File: config.mk
export PLATFORM = sky130hd
export DESIGN_NAME = exibe_sequencia
export DESIGN_NICKNAME = d
export VERILOG_FILES = /design/src/rtl/exibe_sequencia.sv
export SDC_FILE = /design/constraint.sdc
export NUM_CORES = 1
export LEC_CHECK = 0
export ABC_AREA = 1
export ABC_CLOCK_PERIOD_IN_PS = 1600
export BUFFER_PORTS_ARGS = -buffer_cell sky130_fd_sc_hd__buf_4
export CORE_UTILIZATION = 54
export DETAILED_ROUTE_END_ITERATION = 16
export GPL_ROUTABILITY_DRIVEN = 1
export PLACE_DENSITY = 0.77
export REMOVE_ABC_BUFFERS = 1
export SLEW_MARGIN = 20
export SYNTH_ARGS = -nofsm -noshare
export SYNTH_HDL_FRONTEND = slang
export SYNTH_SLANG_ARGS = --single-unit
File: constraint.sdc
create_clock -name clock -period 1.6 [get_ports clock]
set_input_delay 0.08 -clock clock [delete_from_list [all_inputs] [get_ports clock]]
set_output_delay 0.08 -clock clock [all_outputs]
set_load 0.01 [all_outputs]
File: src/rtl/exibe_sequencia.sv
// -----------------------------------------------------------------------------
// exibe_sequencia
//   Plays back a sequence of 4-bit values read from an external synchronous
//   16x4 ROM. Each value is lit on leds for T_ON cycles and then blanked for
//   T_OFF cycles. The sequence runs from address 0 up to the limit that was
//   captured at start.
//
// Parameters
//   T_ON       cycles each value stays lit (1..4095)
//   T_OFF      blank cycles after each value (1..4095)
//
// Ports
//   clock      system clock, rising edge
//   reset      asynchronous reset, active low
//   iniciar    start request, honoured only while idle
//   parar      synchronous abort, honoured in every state
//   limite     index of the last ROM entry to show
//   dado       ROM data, valid one cycle after endereco changes
//   endereco   ROM address
//   leds       value shown to the player (0 = blank)
//   exibindo   high whenever a run is in progress (not idle)
//   pronto     one-cycle completion pulse
//   db_estado  current state encoding, for debug
// -----------------------------------------------------------------------------
module exibe_sequencia #(
  parameter int unsigned T_ON  = 1000,
  parameter int unsigned T_OFF = 500
) (
  input  logic       clock,
  input  logic       reset,
  input  logic       iniciar,
  input  logic       parar,
  input  logic [3:0] limite,
  input  logic [3:0] dado,
  output logic [3:0] endereco,
  output logic [3:0] leds,
  output logic       exibindo,
  output logic       pronto,
  output logic [2:0] db_estado
);

  localparam logic [2:0] OCIOSO     = 3'd0;
  localparam logic [2:0] ESPERA_ROM = 3'd1;
  localparam logic [2:0] ACESO      = 3'd2;
  localparam logic [2:0] APAGADO    = 3'd3;
  localparam logic [2:0] FIM        = 3'd4;

  localparam logic [11:0] ON_LAST  = 12'(T_ON - 1);
  localparam logic [11:0] OFF_LAST = 12'(T_OFF - 1);

  logic [2:0]  r_state;
  logic [2:0]  w_next;
  logic [11:0] r_cnt;
  logic [3:0]  r_lim;
  logic [3:0]  r_end;
  logic [3:0]  r_leds;
  logic        w_on_done;
  logic        w_off_done;
  logic        w_timed;

  assign w_on_done  = (r_state == ACESO)   && (r_cnt == ON_LAST);
  assign w_off_done = (r_state == APAGADO) && (r_cnt == OFF_LAST);
  assign w_timed    = (r_state == ACESO) || (r_state == APAGADO);

  always_comb begin
    w_next = r_state;
    if (parar) begin
      w_next = OCIOSO;
    end else begin
      case (r_state)
        OCIOSO:     if (iniciar) w_next = ESPERA_ROM;
        ESPERA_ROM: w_next = ACESO;
        ACESO:      if (w_on_done) w_next = APAGADO;
        APAGADO:    if (w_off_done) w_next = (r_end == r_lim) ? FIM : ESPERA_ROM;
        FIM:        w_next = OCIOSO;
        default:    w_next = OCIOSO;
      endcase
    end
  end

  always_ff @(posedge clock or negedge reset) begin
    if (!reset) begin
      r_state <= OCIOSO;
      r_cnt   <= '0;
      r_lim   <= '0;
      r_end   <= '0;
      r_leds  <= '0;
    end else begin
      r_state <= w_next;

      // Counter only runs inside the timed states and restarts on any change.
      if ((w_next != r_state) || !w_timed) r_cnt <= '0;
      else                                 r_cnt <= r_cnt + 12'd1;

      if (parar) begin
        r_end <= '0;
      end else if ((r_state == OCIOSO) && iniciar) begin
        r_lim <= limite;
        r_end <= '0;
      end else if (w_off_done && (r_end != r_lim)) begin
        r_end <= r_end + 4'd1;
      end

      // The ROM answers one cycle after the address settles, so leds samples
      // dado while in ACESO; the display therefore trails the state by a cycle.
      r_leds <= (!parar && (r_state == ACESO)) ? dado : '0;
    end
  end

  assign endereco  = r_end;
  assign leds      = r_leds;
  assign exibindo  = (r_state != OCIOSO);
  assign pronto    = (r_state == FIM);
  assign db_estado = r_state;

endmodule

==> reports/results.ini, run 1 <==
[grt]
grt-ovfl-total = 0
first_pass_grt_wire_length_mm = 4.67
grt_pass1_vias = 1123
grt_max_degree = 28
grt_antenna_before_repair = 0
grt_util_all_layers = 0.229

[worst_setup_path]
reg2reg_from = r_cnt[3]
critical_path.slowest_cell = dfrtp_1
worst_ep_required_time_ns = 1.83
most_frequent_cp_cell = nor2_2
startpoint = r_cnt[3]
crit_buf_inv = 2
path_delay_family = simple AND/OR/NAND/NOR gates
worst-path-max-fanout = 12
setup.worst_path.end_class = flop
critical_path_cell_by_cell = inv_2 > nand2_1 > nor2_2 > nand3_2 > o21ai_1 > nor2_1 > nand2_2 > buf_12 > nor2_2
setup.worst_path.start_class = flop
regToRegSetupSlack_ns = 0.01
cpPeakStageDelay_ns = 0.48
critPathArrivalTime_ns = 1.82
setup.worst_path.class = flop to flop

[clock_network]
root_buffer_selected_by_cts = clkbuf_4
tritoncts = done
clkSinkCount = 27
ctsHtreeMaxLevel = 1
path_clk_slew_ns = 0.14
num_cts_buffers = 3
clock_tree.buffer_depth = 2
clk_latency_ns = 0.33

[synthesis]
syn-instance-count = 178
netlist-cell-type-count = 19
ys.warnings.count = 0
syn_avg_cell_area_um2 = 7.91
combined_area_of_all_synthesized_cells_um2 = 1410
ys_ff_latch = 27
yosysSeqAreaShare = 0.480

[timing]
timing.final.crit_share = 0.993
timing.final.crit_period_ns = 1.59
fmaxAchievable_ghz = 0.630
hold_viol_final = 0
tightestPinTransition_ns = 0.338
final_max_slew_viol_count = 0
slew_headroom = 0.774
setup_violations_final = 0
grt_setup_unrepaired = true
hold_slack_ns = 0.175
final.setup_skew_ns = 0.00256

[route]
detail_route.drc_violations = 0
drt.antenna.violating_nets = 0
detail_route.wl_per_cell_um = 12.1
vias = 1261
drt_first_pass_iters = 6
viasPerCell = 4.95
first_iter_violations = 23
totalWireLength_mm = 3.09

[power]
sw_frac_of_total = 0.269
sequentialPowerShare = 0.592
clock_power_share = 0.243
power.net_switching_mw = 0.331
total_power_mw = 1.23
power-per-cell-area_nw_per_um2 = 655
leakagePower_nw = 0.928
worst_ir_drop_vdd_mv = 0.554
combPwrFrac = 0.165
intPower_mw = 0.902

[floorplanning]
ioPinCount = 25
placement_rows = 18
die_width_um = 53.1
floorplan.core_area_um2 = 2480
initial_utilization = 0.569
floorplan.die_area_um2 = 2820
die_h_um = 53.1

[outcome]
outcome = completed

[placement]
buffer_ports.inserted = 24
post-dp-hpwl_mm = 2.11
gpl.final_weighted_congestion = 0.801

[min_path]
hold_path_class = input pin to async pin

[run]
max_cap_violations = 0

[cells_and_area]
share_of_cells_above_drive_strength_1 = 0.302
num-nets-final = 240
num_antenna_cells = 0
area_growth_syn_to_layout_pct = 33.7

## cell usage after synthesis, drive strengths merged
| cell | count | area [um^2] |
|---|---|---|
| a21oi | 2 | 10.0 |
| buf | 1 | 11.3 |
| dfrtp | 27 | 676 |
| ha | 2 | 25.0 |
| inv | 31 | 116 |
| nand2 | 44 | 168 |
| nand3 | 11 | 65.1 |
| nor2 | 31 | 149 |
| nor3 | 8 | 40.0 |
| nor3b | 1 | 7.51 |
| nor4 | 1 | 6.26 |
| o21ai | 9 | 45.0 |
| o21bai | 1 | 11.3 |
| xnor2 | 1 | 8.76 |
| xor2 | 8 | 70.1 |
## per-layer routing
metal | routed length (um) | track usage
met5 | 0 | 0
met4 | 61 | 0.0702
met3 | 137 | 0.0316
met1 | 1390 | 0.285
met2 | 1500 | 0.405
## stage by stage
stage,cell area [um^2],instances,setup TNS [ns],worst slack [ns],util
floorplan,1400,177,0,0.124,-
global placement,1670,236,0,0.116,0.672
detailed placement,1670,236,0,0.00706,0.672
CTS,1800,251,0,0.0242,0.726
global route,1880,255,-0.618,-0.0563,0.760
finish,1880,255,0,0.0116,0.760
## power by group through the flow
stage	clock (mW)	sequential, mW	combinational, mW
final	0.300	0.729	0.204
after global routing	0.332	0.733	0.229
after CTS	0.304	0.728	0.193
after detailed placement	0	0.741	0.171
after global placement	0	0.740	0.165
after floorplan	0	0.741	0.0862
## repair_timing
| item | CTS | global route |
|---|---|---|
| setup endpoints to repair | 10 | 14 |
| buffers inserted | 1 | 4 |
| pin swaps | 0 | 8 |
| hold endpoints to repair | 37 | 0 |
| resized for setup | 1 | 19 |
| hold buffers | 10 | 0 |
## logic make-up after synthesis
logic type                 synth area share
and+or+nand+nor                       0.309
buffers and inverters                0.0906
DFF                                   0.480
AOI/OAI and AO/OA                    0.0471
xor gates and xnor gates             0.0560
adders and majority gates            0.0178
## cell type report
| class | instances | area, um^2 |
|---|---|---|
| Tap cell | 30 | 37.5 |
| Multi-Input combinational cell | 119 | 657 |
| Fill cell | 169 | 594 |
| Inverter | 31 | 116 |
| Timing Repair Buffer | 44 | 368 |
| Clock buffer | 4 | 26.3 |
| Sequential cell | 27 | 678 |
## flip-flops by register name, indices dropped and copies added, names as in the netlist
name	cells
db_estado	3
endereco	4
leds	4
r_cnt	12
r_lim	4
## final timing paths
check / end / depth (start not counted)
max: r_cnt[7] / 9
max reg2reg: r_cnt[7] / 9
min: leds[3] / 2
min reg2reg: r_cnt[0] / 2
max in group asynchronous: endereco[1] / 2
min in group clock: endereco[2] / 6
## placed cells by master (no fill, tap or decap)
| cell | Yosys | layout |
|---|---|---|
| nor2_2 | 10 | 14 |
| ha_2 | 0 | 1 |
| inv_1 | 31 | 28 |
| nor3b_1 | 1 | 1 |
| a21oi_1 | 2 | 2 |
| inv_2 | 0 | 3 |
| o21ai_1 | 0 | 1 |
| nor3_1 | 8 | 6 |
| nand2_1 | 43 | 40 |
| buf_12 | 0 | 1 |
| buf_4 | 0 | 33 |
| dfrtp_1 | 27 | 25 |
| xnor2_1 | 1 | 1 |
| nor3_4 | 0 | 1 |
| o21bai_4 | 0 | 1 |
| clkbuf_1 | 0 | 1 |
| o21ai_0 | 9 | 8 |
| nor2_4 | 1 | 2 |
| dlygate4sd3_1 | 0 | 10 |
| nor3_2 | 0 | 1 |
| nand2_2 | 1 | 4 |
| xor2_1 | 8 | 8 |
| dfrtp_2 | 0 | 2 |
| nand3_1 | 9 | 9 |
| nor4_1 | 1 | 1 |
| clkbuf_4 | 0 | 3 |
| nand3_2 | 2 | 2 |
| nor2_1 | 20 | 15 |
| ha_1 | 2 | 1 |
Power figures use the tool's default switching activity.
==> run 2, diff against run 1 <==
==> constraint.sdc (replaced) <==
create_clock -name clock -period 1.6 [get_ports clock]
set_input_delay 0.48 -clock clock [delete_from_list [all_inputs] [get_ports clock]]
set_output_delay 0.48 -clock clock [all_outputs]
set_load 0.01 [all_outputs]
==> reports/results.ini, run 2 (synthesis gave the netlist of run 1 again) <==
[worst_setup_path]
critPathArrivalTime_ns = 1.14  ; -0.68 ns
cpPeakStageDelay_ns = 0.48  ; about the same
setup.worst_path.end_class = output port
crit_buf_inv = 1  ; -1
worst_ep_required_time_ns = 1.12  ; -0.71 ns
critical_path_cell_by_cell = nor3_2 > buf_4
setup.worst_path.start_class = flop
path_delay_family = flip-flops
setup.worst_path.class = flop to output port
worst-path-max-fanout = 5  ; -7
critical_path.slowest_cell = dfrtp_2

[cells_and_area]
layout_common_cells = 41 x nand2_1, 33 x buf_4, 29 x inv_1, 24 x dfrtp_1, 16 x nor2_1
stdcell_count = 246  ; -3.5%
num-nets-final = 231  ; -3.8%
area_growth_syn_to_layout_pct = 27.1
share_of_cells_above_drive_strength_1 = 0.310  ; +0.00796
most_frequent_standard_cell_in_the_layout_excluding_fill_and_tap_cells = nand2_1
finish.utilization = 0.723  ; -0.0374
max_ffs_per_register = 12  ; unchanged
regMostFlops = r_cnt
num_antenna_cells = 0  ; unchanged

[grt]
grt_max_degree = 28  ; unchanged
grt-ovfl-total = 0  ; unchanged
grt_util_all_layers = 0.223  ; -0.00562
grt_antenna_before_repair = 0  ; unchanged
first_pass_grt_wire_length_mm = 4.55  ; -2.5%
grt_pass1_vias = 1088  ; -3.1%

[timing]
setup_violations_final = 2  ; +2
timing.final.crit_share = 1.01  ; +0.0198
timing.final.crit_period_ns = 1.62  ; +0.0316 ns
fmaxAchievable_ghz = 0.617  ; -2.0%
fin_ws_ns = -0.0200  ; -0.0316 ns
tightestPinTransition_ns = 0.338  ; -0.000158 ns
slew_headroom = 0.775  ; about the same
final.setup_skew_ns = 0.00473  ; +0.00217 ns
grt_setup_unrepaired = true
hold_viol_final = 0  ; unchanged
final_max_slew_viol_count = 0  ; unchanged
hold_slack_ns = 0.0400  ; -0.135 ns

[route]
drt.antenna.violating_nets = 0  ; unchanged
detail_route.drc_violations = 0  ; unchanged
viasPerCell = 5.04  ; +1.9%
drt_first_pass_iters = 4  ; -2
totalWireLength_mm = 2.97  ; -3.6%
first_iter_violations = 28  ; +22%
vias = 1239  ; -1.7%
detail_route.wl_per_cell_um = 12.1  ; -0.10%

[power]
leakagePower_nw = 0.890  ; -4.1%
worst_ir_drop_vdd_mv = 0.563  ; +1.5%
power-per-cell-area_nw_per_um2 = 685  ; +4.6%

[clock_network]
clk_latency_ns = 0.32  ; about the same
ctsHtreeMaxLevel = 1  ; unchanged
num_cts_buffers = 3  ; unchanged
clkSinkCount = 27  ; unchanged
clock_tree.buffer_depth = 2  ; unchanged
tritoncts = done
root_buffer_selected_by_cts = clkbuf_4
path_clk_slew_ns = 0.14  ; about the same

[placement]
post-dp-hpwl_mm = 2.11  ; unchanged
buffer_ports.inserted = 24  ; unchanged
placement.setup.worst_slack_ns = 0.00706  ; unchanged
post-place-cells = 236  ; unchanged
gpl.final_weighted_congestion = 0.801  ; unchanged

[floorplanning]
ioPinCount = 25  ; unchanged
floorplan.die_area_um2 = 2820  ; unchanged
die_width_um = 53.1  ; unchanged
placement_rows = 18  ; unchanged
initial_utilization = 0.569  ; unchanged
die_h_um = 53.1  ; unchanged
floorplan.core_area_um2 = 2480  ; unchanged

[min_path]
hold_path_class = input pin to async pin

[outcome]
failed_checks = negative setup slack
outcome = finished, violations left

[run]
max_cap_violations = 0  ; unchanged

-- run 2: what timing repair did --
action / CTS / global route
gates cloned: 0 / 0
setup endpoints to repair: 12 / 16
hold buffers: 0 / 0
buffers inserted: 2 / 4
pin swaps: 0 / 3
resized for setup: 6 / 13
-- run 2: worst paths after layout --
path	start	to	slack, ns	cells past startpoint
max	db_estado[1]	pronto	-0.02	2
min	reset	leds[2]	0.04	1
max reg2reg	r_cnt[0]	r_cnt[7]	0.06	9
min reg2reg	r_cnt[0]	r_cnt[0]	0.55	2
max in group asynchronous	reset	endereco[1]	1.29	1
min in group clock	parar	db_estado[0]	0.32	2
-- run 2: final cells by class --
class                   count  area [um^2]
repair buffers             35          279
flip-flops and latches     27          679
fillers                   192          687
clock buffers               4         26.3
multi-input cells         119          652
inverters                  31          116
well taps                  30         37.5
-- run 2: metrics by stage --
stage / power, mW / TNS, ns / cell area (um^2)
floorplan: 0.827 / 0 / 1400
global placement: 0.905 / 0 / 1670
detailed placement: 0.912 / 0 / 1670
CTS: 1.21 / -0.0145 / 1720
global route: 1.30 / -0.481 / 1790
finish: 1.23 / -0.0362 / 1790
-- run 2: per-layer routing --
| layer | vias to the layer above | part of all wire | wire (um) | global-route usage |
|---|---|---|---|---|
| met5 | - | 0 | 0 | 0 |
| met4 | 0 | 0.010 | 31 | 0.0658 |
| met3 | 4 | 0.037 | 109 | 0.0287 |
| met2 | 26 | 0.52 | 1540 | 0.399 |
| met1 | 592 | 0.43 | 1290 | 0.278 |
| li1 | 617 | - | - | - |
-- run 2: where the power goes --
| group | internal, mW | switching, mW | leakage, nW |
|---|---|---|---|
| logic | 0.0901 | 0.110 | 0.511 |
| registers | 0.711 | 0.0214 | 0.364 |
| clock network | 0.0976 | 0.197 | 0.0150 |
